$ cat src/rtl/prim_subreg_pkg.sv
// Shared types for the shadowed software register.
// Holds the software access modes and the two write phases.
package prim_subreg_pkg;

    typedef enum logic [1:0] {
        RW,
        W1S,
        W1C
    } swaccess_e;

    typedef enum logic {
        IDLE,
        STAGED
    } phase_e;

endpackage

$ cat src/rtl/prim_subreg_arb.sv
// Write arbitration and access-mode arithmetic for one register value.
// Ports: we (commit strobe), wd, de, d, q in; wr_en, wr_data out.
module prim_subreg_arb
    import prim_subreg_pkg::*;
#(
    parameter int unsigned DW   = 32,
    parameter swaccess_e   MODE = RW
) (
    input  logic          we,
    input  logic [DW-1:0] wd,
    input  logic          de,
    input  logic [DW-1:0] d,
    input  logic [DW-1:0] q,
    output logic          wr_en,
    output logic [DW-1:0] wr_data
);

    logic [DW-1:0] base;

    always_comb begin
        wr_en   = we | de;
        // A coincident hardware write becomes the base for set/clear modes.
        base    = (de && (MODE != RW)) ? d : q;
        wr_data = d;
        if (we) begin
            case (MODE)
                W1S:     wr_data = base | wd;
                W1C:     wr_data = base & ~wd;
                default: wr_data = wd;
            endcase
        end
    end

endmodule

$ cat src/rtl/prim_subreg_shadow.sv
// Shadowed register: software must write the same value twice to commit.
// Ports: clk_i, rst_i, re, we, wd, de, d in; qe, q, qs, phase, err_* out.
module prim_subreg_shadow
    import prim_subreg_pkg::*;
#(
    parameter int unsigned    DW       = 32,
    parameter string          SWACCESS = "RW",
    parameter logic [DW-1:0]  RESVAL   = '0
) (
    input  logic          clk_i,
    input  logic          rst_i,
    input  logic          re,
    input  logic          we,
    input  logic [DW-1:0] wd,
    input  logic          de,
    input  logic [DW-1:0] d,
    output logic          qe,
    output logic [DW-1:0] q,
    output logic [DW-1:0] qs,
    output logic          phase,
    output logic          err_update,
    output logic          err_storage
);

    localparam swaccess_e MODE = (SWACCESS == "W1S") ? W1S :
                                 (SWACCESS == "W1C") ? W1C : RW;

    phase_e        phase_q, phase_d;
    logic [DW-1:0] staged_q, staged_d;
    logic [DW-1:0] q_q, q_d;
    logic [DW-1:0] shadow_q, shadow_d;
    logic          qe_q, qe_d;
    logic          err_update_q, err_update_d;
    logic          err_storage_q, err_storage_d;
    logic          commit;
    logic          mismatch;
    logic          wr_en;
    logic [DW-1:0] wr_data;

    always_comb begin
        commit   = 1'b0;
        mismatch = 1'b0;
        phase_d  = phase_q;
        staged_d = staged_q;
        case (phase_q)
            IDLE: begin
                if (we) begin
                    staged_d = wd;
                    phase_d  = STAGED;
                end
            end
            STAGED: begin
                if (we) begin
                    phase_d  = IDLE;
                    commit   = (wd == staged_q);
                    mismatch = (wd != staged_q);
                end else if (re) begin
                    // A read between the two writes abandons the sequence.
                    phase_d = IDLE;
                end
            end
            default: phase_d = IDLE;
        endcase
    end

    prim_subreg_arb #(
        .DW   (DW),
        .MODE (MODE)
    ) u_arb (
        .we      (commit),
        .wd      (wd),
        .de      (de),
        .d       (d),
        .q       (q_q),
        .wr_en   (wr_en),
        .wr_data (wr_data)
    );

    always_comb begin
        q_d           = wr_en ? wr_data : q_q;
        shadow_d      = wr_en ? ~wr_data : shadow_q;
        qe_d          = commit;
        err_update_d  = mismatch;
        // Sticky: any disagreement between the copies is a storage fault.
        err_storage_d = err_storage_q | (q_q != ~shadow_q);
    end

    always_ff @(posedge clk_i) begin
        if (rst_i) begin
            phase_q       <= IDLE;
            staged_q      <= RESVAL;
            q_q           <= RESVAL;
            shadow_q      <= ~RESVAL;
            qe_q          <= 1'b0;
            err_update_q  <= 1'b0;
            err_storage_q <= 1'b0;
        end else begin
            phase_q       <= phase_d;
            staged_q      <= staged_d;
            q_q           <= q_d;
            shadow_q      <= shadow_d;
            qe_q          <= qe_d;
            err_update_q  <= err_update_d;
            err_storage_q <= err_storage_d;
        end
    end

    assign q           = q_q;
    assign qs          = q_q;
    assign qe          = qe_q;
    assign phase       = phase_q;
    assign err_update  = err_update_q;
    assign err_storage = err_storage_q;

endmodule

$ cat config.mk
export PLATFORM = sky130hd
export DESIGN_NAME = prim_subreg_shadow
export DESIGN_NICKNAME = d
export VERILOG_FILES = /design/src/rtl/prim_subreg_pkg.sv /design/src/rtl/prim_subreg_arb.sv /design/src/rtl/prim_subreg_shadow.sv
export SDC_FILE = /design/constraint.sdc
export NUM_CORES = 1
export LEC_CHECK = 0
export ABC_AREA = 1
export CORE_MARGIN = 1
export CORE_UTILIZATION = 34
export DETAILED_ROUTE_END_ITERATION = 8
export MAX_ROUTING_LAYER = met4
export PLACE_DENSITY_LB_ADDON = 0.3
export SKIP_CTS_REPAIR_TIMING = 1
export SYNTH_ARGS = -nofsm -noshare
export SYNTH_HDL_FRONTEND = slang
export SYNTH_HIERARCHICAL = 1
export SYNTH_SLANG_ARGS = --single-unit
$ cat constraint.sdc
create_clock -name clk_i -period 4.4 [get_ports clk_i]
set_input_delay 0.88 -clock clk_i [delete_from_list [all_inputs] [get_ports clk_i]]
set_output_delay 0.88 -clock clk_i [all_outputs]
set_load 0.02 [all_outputs]
==> flow_metrics.env <==
export IMPL_status="finished, final reports clean"
export IMPL_r2r_end="q[10]"
export IMPL_whs_path_depth=2
export IMPL_cp_slowest_stage_delay_ns=0.53
export IMPL_synth_edf_count=0
export IMPL_clockBufferDepth=2
export IMPL_cts_sinks=100
export IMPL_antenna_left=0
export IMPL_period_minus_slack_ns=3.05
export IMPL_io_buffers=136
export IMPL_cap_violations=0
export IMPL_slew_violations=0
export IMPL_slowest_stage="clkdlybuf4s50_1"
export IMPL_synth_nets=815
export IMPL_finalHoldViolCount=0
export IMPL_cts_tree="built"
export IMPL_grt_max_degree=66
export IMPL_multi_input_area_mm2=0.00232
export IMPL_arrival_ns=3.28
export IMPL_tns_ns=0
export IMPL_die_x_um=124
export IMPL_synthTopCellsByArea="dfxtp_1, nand2_1, nor2_1, buf_4, inv_1"
export IMPL_grt_ovfl_total=0
export IMPL_rr_startpoint="staged_q[15]"
export IMPL_initial_utilization_pct=34.8
export IMPL_synth_top_area_cell="dfxtp_1"
export IMPL_antenna_found_initial=0
export IMPL_ys_seq_area_share_pct=39.8
export IMPL_required_ns=4.63
export IMPL_cts_root_buf="clkbuf_16"
export IMPL_hold_path_end="shadow_q[28]"
export IMPL_htreeDepth=3
export IMPL_skew_ns=0.00705
export IMPL_crit_path_end_kind="register"
export IMPL_cts_inserted_buffers=9
export IMPL_critPathMaxFanout=31
export IMPL_timing_worst_setup_path_type="in2reg"
export IMPL_first_pass_iters=4
export IMPL_grt_pass1_wl_um=20300
export IMPL_dr_first_iter_drc_count=241
export IMPL_area_growth_pct=30.0
export IMPL_final_nets=906
export IMPL_power_density_mw_per_mm2=350
export IMPL_die_area_mm2=0.0153
export IMPL_cpMostUsedCell="nand2_1"
export IMPL_finalSetupViolations=0
export IMPL_drc=0
export IMPL_routed_via_density=4.46
export IMPL_routabilityCongestion=0.788
export IMPL_hold_ws_ns=0.472
export IMPL_io_pins=137
export IMPL_grt_pass1_vias=4203
export IMPL_synth_avg_cell_area_um2=6.75
export IMPL_drive_gt1_share_pct=3.80
export IMPL_post_dp_hpwl_um=9500
export IMPL_num_vias=4576
export IMPL_yosysWarnings=6
export IMPL_r2r_slack_ns=2.12
export IMPL_seq_area_mm2=0.00200
export IMPL_rsz0062_at_grt="no"
export IMPL_worst_pin_slew_ns=0.976
export IMPL_p_leak_nw=3.03
export IMPL_synth_area_mm2=0.00504
export IMPL_coreArea_mm2=0.0145
export IMPL_period_share_pct=69.2
export IMPL_path_cells="clkdlybuf4s50_1 > inv_1 > nand2_1 > nand2_1 > nor2_2 > inv_1 > nor2_2 > nand2_1 > nor2_1 > nand2_1 > nor2_2 > buf_4 > or2_2 > inv_2 > buf_4 > o21ai_0 > nor2_1"
export IMPL_fp_row_count=44
export IMPL_reg2reg_depth=16
export IMPL_grt_use_total_pct=17.8
export IMPL_maxSlewHeadroom_pct=34.8
export IMPL_ys_types=24
export IMPL_min_path_type="reg2reg"
export IMPL_synth_top_area_share_pct=39.8
export IMPL_startpoint_type="primary input"
export IMPL_n_antenna_cell=0
export IMPL_ys_ff_latch=100
export IMPL_path_clk_slew_ns=0.07
export IMPL_hp_start="shadow_q[28]"
export IMPL_ir_drop_uv=158
export IMPL_synth_main_ff_cell="dfxtp_1"
export IMPL_clock_latency_ns=0.34
export IMPL_max_freq_mhz=328
export IMPL_fp_dieH_um=124
export IMPL_wire_per_inst_um=12.4
export IMPL_n_fill_cell=1516
export IMPL_drt_total_wl_um=12700
export IMPL_asyncSetResetFlopFracSynth_pct=0
export IMPL_synth_cells=746
-- area by class of cell --
| type | count | share of cell area, % |
|---|---|---|
| Multi-Input combinational cell | 511 | 35.5 |
| Clock inverter | 6 | 1.09 |
| Inverter | 73 | 4.22 |
| Clock buffer | 10 | 3.65 |
| Timing Repair Buffer | 142 | 21.5 |
| Tap cell | 184 | 3.52 |
| Sequential cell | 100 | 30.6 |
-- logic make-up after synthesis --
kind of cell | after synthesis | share of synthesized area (%)
AND/OR/NAND/NOR | 358 | 27.5
AO/OA/AOI/OAI | 129 | 14.4
buffers and inverters | 135 | 14.2
flip-flops | 100 | 39.8
XOR/XNOR | 24 | 4.17
-- power breakdown --
group / switching (mW) / internal, mW
Clock: 0.359 / 0.463
Combinational: 0.233 / 0.214
Sequential: 0.0546 / 0.971
-- cells in the final DEF, fill, tap and decap left out --
| master | Yosys | routed |
|---|---|---|
| xnor2_1 | 11 | 11 |
| nand4_1 | 8 | 8 |
| nand2_1 | 215 | 215 |
| xor2_1 | 13 | 13 |
| inv_8 | 0 | 1 |
| a21o_1 | 19 | 19 |
| bufinv_16 | 0 | 1 |
| inv_6 | 0 | 1 |
| inv_2 | 4 | 4 |
| o21ai_1 | 35 | 35 |
| dfxtp_1 | 100 | 100 |
| clkdlybuf4s50_1 | 0 | 136 |
| nor2_2 | 2 | 3 |
| clkbuf_16 | 0 | 9 |
| clkinv_2 | 0 | 1 |
| inv_4 | 1 | 1 |
| nor2_4 | 1 | 1 |
| or2_2 | 1 | 1 |
| nor2_1 | 126 | 125 |
| clkinv_1 | 1 | 1 |
| inv_1 | 67 | 67 |
| clkbuf_8 | 0 | 1 |
| o21bai_1 | 13 | 13 |
| buf_4 | 37 | 6 |
| clkinv_4 | 0 | 1 |
| clkinvlp_4 | 0 | 1 |
| a21oi_1 | 30 | 30 |
| nand3_1 | 5 | 5 |
| o21ai_0 | 32 | 32 |
-- sequential cells by signal, indices dropped and copies added, names as in the netlist --
register / cells
q: 32
err_update: 1
shadow_q: 32
phase: 1
qe: 1
err_storage: 1
staged_q: 32
-- synthesized netlist by cell type (all sizes together), types with 8 or more instances --
| library cell | n |
|---|---|
| inv | 72 |
| nand2 | 215 |
| a21o | 19 |
| o21ai | 67 |
| nand4 | 8 |
| a21oi | 30 |
| nor2 | 129 |
| dfxtp | 100 |
| xnor2 | 11 |
| buf | 56 |
| xor2 | 13 |
| o21bai | 13 |
-- layer usage --
| metal | global-route usage [%] | vias up | share of wire, % |
|---|---|---|---|
| li1 | - | 2459 | - |
| met5 | - | - | 0 |
| met2 | 26.6 | 98 | 44 |
| met3 | 2.56 | 15 | 3.2 |
| met1 | 24.3 | 2004 | 51 |
| met4 | 6.40 | 0 | 1.9 |
-- metrics by stage --
step / cells / power, mW / utilization (%) / setup WS, ns / instance area (um2)
6_report: 1026 / 2.30 / 45.2 / 1.35 / 6550
5_1_grt: 1026 / 2.42 / 45.2 / 1.08 / 6550
4_1_cts: 1026 / 2.32 / 45.2 / 1.36 / 6550
3_5_place_dp: 1010 / 1.50 / 43.1 / 0.988 / 6240
3_3_place_gp: 1010 / 1.49 / 43.1 / 1.02 / 6240
2_1_floorplan: 746 / 1.32 / - / 1.88 / 5040
-- worst max-delay path: cells and delay by family --
kind                   cells  cell delay [ns]
buffers and inverters      6             1.14
AO/OA/AOI/OAI              1             0.30
AND/OR/NAND/NOR           10             0.93
-- worst max-delay path by stage --
stage | startpoint | endpoint | cells after the start
after floorplan | wd[15] | shadow_q[5] | 17
after global placement | wd[15] | q[10] | 17
after detailed placement | wd[15] | q[10] | 17
after CTS | wd[15] | q[10] | 17
after global routing | wd[15] | q[3] | 17
final | wd[15] | q[10] | 17
(Power assumes the default switching activity.)
